===== config.mk =====
export PLATFORM = sky130hd
export DESIGN_NAME = cntr_mod_flat
export DESIGN_NICKNAME = d
export VERILOG_FILES = /design/src/rtl/cntr_mod_if.sv /design/src/rtl/cntr_mod.sv /design/src/flat_wrapper.sv
export SDC_FILE = /design/constraint.sdc
export NUM_CORES = 1
export LEC_CHECK = 0
export BUFFER_PORTS_ARGS = -buffer_cell sky130_fd_sc_hd__buf_2
export CORE_UTILIZATION = 45
export DETAILED_ROUTE_END_ITERATION = 6
export PLACE_DENSITY = 0.84
export SLEW_MARGIN = 20
export SYNTH_ARGS = -nofsm -noshare
export SYNTH_HDL_FRONTEND = slang
export SYNTH_SLANG_ARGS = --single-unit

===== constraint.sdc =====
create_clock -name clk -period 1.9 [get_ports clk]
set_input_delay 0.38 -clock clk [delete_from_list [all_inputs] [get_ports clk]]
set_output_delay 0.38 -clock clk [all_outputs]
set_load 0.02 [all_outputs]

===== src/rtl/cntr_mod_if.sv =====
// Control and status bundle of the modulo counter: the driving side owns the
// strobes and load value, the counter owns the count and its flags.
interface cntr_mod_if #(
    parameter int WIDTH = 8
) ();
    logic             ce;
    logic             up;
    logic             load;
    logic [WIDTH-1:0] din;
    logic [WIDTH-1:0] out;
    logic             tc;
    logic             ovf;

    modport master (
        output ce,
        output up,
        output load,
        output din,
        input  out,
        input  tc,
        input  ovf
    );

    modport slave (
        input  ce,
        input  up,
        input  load,
        input  din,
        output out,
        output tc,
        output ovf
    );
endinterface


===== src/rtl/cntr_mod.sv =====
// Parametrised up/down modulo counter with parallel load, wrap or saturate at
// the ends, a combinational terminal count for cascading and a sticky overflow.
module cntr_mod #(
    parameter int WIDTH    = 8,
    parameter int MOD_VAL  = 256,
    parameter bit SATURATE = 1'b0,
    parameter int RST_VAL  = 0
) (
    input  logic       clk,
    input  logic       rst,
    cntr_mod_if.slave  bus
);

    // Modulus held one bit wider so MOD_VAL = 2^WIDTH stays representable.
    localparam logic [WIDTH:0]   MOD_W = (WIDTH+1)'(MOD_VAL);
    localparam logic [WIDTH:0]   ONE_W = {{WIDTH{1'b0}}, 1'b1};
    localparam logic [WIDTH:0]   END_W = MOD_W - ONE_W;
    localparam logic [WIDTH-1:0] END_V = END_W[WIDTH-1:0];
    localparam logic [WIDTH-1:0] RST_V = WIDTH'(RST_VAL);
    localparam logic [WIDTH-1:0] ZERO_V = {WIDTH{1'b0}};

    logic [WIDTH-1:0] cnt_r;
    logic             ovf_r;
    logic [WIDTH:0]   inc_s;
    logic [WIDTH:0]   dec_s;
    logic             at_end_s;
    logic             at_zero_s;
    logic             tc_s;
    logic [WIDTH-1:0] cnt_nxt_s;
    logic             ovf_nxt_s;

    // Out-of-range load values are pulled down to the top of the count range.
    function automatic logic [WIDTH-1:0] clamp_load(input logic [WIDTH-1:0] value);
        logic [WIDTH-1:0] result;
        if ({1'b0, value} < MOD_W) begin
            result = value;
        end else begin
            result = END_V;
        end
        return result;
    endfunction

    // Extended-width step arithmetic; the extra bit doubles as end detection.
    always_comb begin
        inc_s     = {1'b0, cnt_r} + ONE_W;
        dec_s     = {1'b0, cnt_r} - ONE_W;
        at_end_s  = (inc_s == MOD_W);
        at_zero_s = dec_s[WIDTH];
    end

    // Terminal count feeds the next stage's enable, so it must not wait a cycle.
    always_comb begin
        if (bus.up) begin
            tc_s = bus.ce & ~bus.load & ~rst & at_end_s;
        end else begin
            tc_s = bus.ce & ~bus.load & ~rst & at_zero_s;
        end
    end

    // Next count and overflow: load beats counting, counting beats holding.
    always_comb begin
        cnt_nxt_s = cnt_r;
        ovf_nxt_s = ovf_r;
        if (bus.load) begin
            cnt_nxt_s = clamp_load(bus.din);
            ovf_nxt_s = 1'b0;
        end else if (bus.ce) begin
            if (bus.up) begin
                if (at_end_s) begin
                    cnt_nxt_s = SATURATE ? cnt_r : ZERO_V;
                    ovf_nxt_s = 1'b1;
                end else begin
                    cnt_nxt_s = inc_s[WIDTH-1:0];
                    ovf_nxt_s = ovf_r;
                end
            end else begin
                if (at_zero_s) begin
                    cnt_nxt_s = SATURATE ? cnt_r : END_V;
                    ovf_nxt_s = 1'b1;
                end else begin
                    cnt_nxt_s = dec_s[WIDTH-1:0];
                    ovf_nxt_s = ovf_r;
                end
            end
        end else begin
            cnt_nxt_s = cnt_r;
            ovf_nxt_s = ovf_r;
        end
    end

    // Count and sticky flag registers with synchronous reset.
    always_ff @(posedge clk) begin
        if (rst) begin
            cnt_r <= RST_V;
            ovf_r <= 1'b0;
        end else begin
            cnt_r <= cnt_nxt_s;
            ovf_r <= ovf_nxt_s;
        end
    end

    assign bus.out = cnt_r;
    assign bus.ovf = ovf_r;
    assign bus.tc  = tc_s;

endmodule


===== src/flat_wrapper.sv =====
// flat-port wrapper written by rule: the top's interface ports become plain ports
module cntr_mod_flat 
#(
    parameter int WIDTH    = 8,
    parameter int MOD_VAL  = 256,
    parameter bit SATURATE = 1'b0,
    parameter int RST_VAL  = 0
)
  (clk, rst, bus_ce, bus_up, bus_load, bus_din, bus_out, bus_tc, bus_ovf);
  cntr_mod_if #(.WIDTH(WIDTH)) bus_i ();
  input  logic clk;
  input  logic rst;
  input wire logic [$bits(bus_i.ce)-1:0] bus_ce;
  input wire logic [$bits(bus_i.up)-1:0] bus_up;
  input wire logic [$bits(bus_i.load)-1:0] bus_load;
  input wire logic [$bits(bus_i.din)-1:0] bus_din;
  output wire logic [$bits(bus_i.out)-1:0] bus_out;
  output wire logic [$bits(bus_i.tc)-1:0] bus_tc;
  output wire logic [$bits(bus_i.ovf)-1:0] bus_ovf;
  assign bus_i.ce = bus_ce;
  assign bus_i.up = bus_up;
  assign bus_i.load = bus_load;
  assign bus_i.din = bus_din;
  assign bus_out = bus_i.out;
  assign bus_tc = bus_i.tc;
  assign bus_ovf = bus_i.ovf;
  cntr_mod #(.WIDTH(WIDTH), .MOD_VAL(MOD_VAL), .SATURATE(SATURATE), .RST_VAL(RST_VAL)) u_core (.clk(clk), .rst(rst), .bus(bus_i));
endmodule

Word-level counts from Yosys, hierarchy flattened:

Cells that the tools add are included.

* $add $sub $neg: 2
* bitwise gates (word level): 6
* multiplexer cells: 9
* reduce and logical (&&, ||, !) cells: 4
* equality and inequality tests: 2

Operators by type and width (count)
* $mux W8: 5
* $add A8 B1 Y9 const B: 1
* $eq A9 B9 Y1 const B: 1
* $sub A8 B1 Y9 const B: 1
* $and A1 B1 Y1: 4
* $mux W1: 4
* $reduce_bool A2 Y1: 2
* $reduce_and A3 Y1: 1
* $ne A2 B1 Y1 const B: 1
* $not A1 Y1: 2
* $reduce_or A2 Y1: 1

* register bits after elaboration: 9
* output and inout port bits: 10
* input port bits: 13

Longest topological paths before layout:

* depth after elaboration: 6
* depth in mapped cells: 7
* depth with buffers taken out: 6

Worst setup path before layout:

No wires, ideal clock.

* path kind: register to output
* start: register u_core.cnt_r[0] (netlist: u_core.bus.out[0])
* end: output bus_tc
* slack: -195 ps
* stages on the path, launching flop included: 8
* required time: 1520 ps
* arrival: 1715 ps
* cell sequence: dfxtp_1 -> buf_2 -> inv_1 -> ha_1 -> nor2b_1 -> and3_1 -> a31oi_1 -> nor3_1

* longest elaborated chain between the ends: 4
* elaborated cells between the ends (all ways): 6
* those cells by class: add/sub: 2; eq/ne: 1; mux: 1; bitwise: 2

RTL lines
* start: declaration: line cntr_mod.sv:22 `logic [WIDTH-1:0] cnt_r;`
* start signal: assignment: line cntr_mod.sv:97 `cnt_r <= cnt_nxt_s;`
* $add A8 B1 Y9: line cntr_mod.sv:45 `inc_s = {1'b0, cnt_r} + ONE_W;`
* $eq A9 B9 Y1: line cntr_mod.sv:47 `at_end_s = (inc_s == MOD_W);`
* $and A1 B1 Y1: line cntr_mod.sv:54 `tc_s = bus.ce & ~bus.load & ~rst & at_end_s;`
* $mux W1 (*): line cntr_mod.sv:53 `if (bus.up) begin`
* end: declaration: line flat_wrapper.sv:18 `output wire logic [$bits(bus_i.tc)-1:0] bus_tc;`

Every way passes the cells marked *; elsewhere a longest branch is shown, timed or not.

Final worst setup path:

* start: register u_core.cnt_r[1] (netlist: u_core.bus.out[1])
* end: output bus_tc

The elaborated chain is that of the path after synthesis.

==> summary.md <==
| Metric | Value |
|---|---|
| Yosys warns | 0 |
| Period utilization | 103% |
| Fraction of registers with async set/reset | 0% |
| Clk_lat worst skew | 0.28 ns |
| CTS Buffer Depth | 2 |
| Worst min path class | in -> reg |
| F_max | just over 500 MHz |
| Largest net degree at the start of global routing | 15 |
| Num ports | 23 |
| Clock Skew | between 0.005 and 0.006 ns |
| Gr ovfl total | 0 |
| Setup violations, final | 1 |
| DRC violations left | 0 |
| Max cap viols | 0 |
| Detailed Place HPWL | 1.36 mm |
| Die Span X | 42.4 µm |
| Final hold vios | 0 |
| Critical path launch point type | flip-flop |
| Global-route wire length before repair | 3.64 mm |
| Post-Syn Area | roughly 730 µm² |
| CTS clk-pin slew, worst paths | 0.07 ns |
| Main synth FF type | dfxtp_1 |
| WP data required | approximately 1.5 ns |
| Critical path class | reg -> out |
| GRT Resource Usage Total | ~27% |
| Total CTS buffers | 3 |
| Diodes inserted | 0 |
| Initial antenna violation count | 0 |
| VDD IR-drop max | 425 µV |
| Power Total | a little over 600 µW |
| Syn Area/Cell | 7.49 µm² |
| Place WS | 0.143 ns |
| Port bufs | 22 |
| Post-CTS Hold Buffers | 0 |
| Drt initial violations | 53 |
| Area growth syn-to-layout | 41.6% |
| Vert. Die Dim | about 42 µm |
| Synth Area in Simple Gates | between 20% and 30% |
| Kind of end point of the critical path | output port |
| Status | finished, violations left |
| Initial Util | 48.2% |
| Post-Route WL | ~2.5 mm |
| P_leak | 0.450 nW |
| Number of synthesized flops with an enable pin | 0 |
| Layout cell share with drive strength beyond 1 | 44.6% |
| RD Place Congestion | 0.966 |
| Post-placement cell count | 134 |
| Vias in the first global route | about 800 |
| CTS tree | built |
| Worst-Margin Slew | 0.431 ns |
| CP arrival | 1.57 ns |
| Filler cell count | 124 |
| DIE AREA | 1800 µm² |
| Multiplexer share of the synthesized area | 0% |
| #FFs+latches synth | 9 |
| Fin nets | 147 |
| Count of different cell masters after synthesis | 39 |
| Root Buffer Master | clkbuf_4 |
| Drt via density | 6.58 |
| Commonest non-fill, non-tap cells in the layout | 21 x buf_2, 12 x buf_4, 8 x nor2_1 |
| Row cnt | 14 |
| Crit Path Max Fanout | 4 |
| Routed Antenna Nets | 0 |
| DP Area | 868 µm² |
| TritonRoute pass-1 iters | 5 |
| Cells after Synth | 98 |
| Post-Synth XOR/XNOR Area | 3.58% |
| Complex-gate fraction of the synthesized area | between 20% and 30% |
| RSZ-0062 raised after global routing | true |
| Violated checks | setup timing |
| Via Count | a little under 1000 |
| Slew headroom | 71.0% |
| Fin crit period | 1.95 ns |
| Syn_nets | 114 |
| Sequential share of the synthesized area | 24.5% |
| Drt wl/cell | 17.3 µm |
| Fin cells | 146 |
| Design area | 1040 µm² |
| Core area | 1520 µm² |
| Final setup margin | -0.0476 ns |
| PD cells | slightly below 600 nW/µm² |
| Adder-cell share of the synthesized area | 5.11% |
| Largest family of logic cells by synthesized area | simple AND/OR/NAND/NOR gates |
| Final slew viol count | 0 |
| Commonest non-fill, non-tap cell in the layout | buf_2 |
| CTS sink count | 9 |
| H-Tree Depth | 1 |
==> worst paths after layout <==
check	depth (start not counted)	slack (ns)	from	endpoint
worst max register to register	7	0.16	u_core.bus.out[0]	u_core.bus.out[4]
worst min-delay path	3	0.35	bus_din[0]	u_core.bus.out[0]
worst max-delay path	6	-0.05	u_core.bus.out[1]	bus_tc
worst min register to register	2	0.50	u_core.bus.ovf	u_core.bus.ovf
==> Yosys cell counts (3+ instances only) <==
cell type | n | area share, %
a21oi_1 | 6 | 4.1
a31oi_1 | 4 | 3.4
clkbuf_1 | 3 | 1.5
dfxtp_1 | 9 | 25
ha_1 | 3 | 5.1
inv_1 | 7 | 3.6
nand2_1 | 5 | 2.6
nand3_1 | 3 | 2.0
nor2_1 | 9 | 4.6
nor2b_1 | 4 | 3.4
nor3_1 | 4 | 2.7
o21ai_0 | 4 | 2.7
==> logic make-up (layout without fill, tap and decap cells) <==
group	count (synthesis)	count (layout)
XOR/XNOR	3	3
buffers and inverters	14	46
adder cells (fa/ha/maj)	3	3
AND/OR/NAND/NOR	39	39
flip-flops	9	9
AO/OA/AOI/OAI	30	30
==> layer usage <==
metal | GRT usage, % | vias up | part of all wire (%)
met2 | 43.7 | 78 | 49
li1 | - | 427 | -
met4 | 16.9 | 0 | 4.8
met5 | 0 | - | 0
met3 | 7.33 | 20 | 8.9
met1 | 31.4 | 436 | 37
==> metrics by stage <==
step	util [%]	setup TNS (ns)	hold WS, ns
global placement	57.0	0	0.443
finish	68.2	-0.0476	0.347
detailed placement	57.0	0	0.451
global route	68.2	-0.100	0.365
floorplan	-	0	0.517
CTS	64.7	0	0.348
==> critical path: stages, from the launching register on <==
cell     delay, ns
dfxtp_2       0.36
buf_6         0.12
nand4_1       0.19
nor2_2        0.24
a31oi_4       0.11
nor3_2        0.11
buf_4         0.16
==> power by group <==
part | internal, mW | switching [mW]
clock | 0.0781 | 0.0826
combinational | 0.0985 | 0.118
sequential | 0.205 | 0.0274
==> layout make-up <==
type / count / area, µm² / share of cell area, %
Clock buffer: 3 / 22.5 / 2.17
Clock inverter: 1 / 5.00 / 0.481
Timing Repair Buffer: 35 / 218 / 20.9
Multi-Input combinational cell: 75 / 562 / 54.0
Sequential cell: 9 / 186 / 17.9
Inverter: 7 / 26.3 / 2.53
Tap cell: 16 / 20.0 / 1.93
==> state kept, by name (all words and copies together), names as in the netlist <==
signal and flops:
u_core.bus.ovf 1, u_core.bus.out 8
==> timing repair <==
item                                    in CTS  in global routing
endpoints found under the setup margin       1                  1
pin swaps                                    2                  2
setup buffers                                3                  5
endpoints found under the hold margin        0                  0
resized for setup                           18                  3
Note: power is estimated with default switching activity, not from simulation.
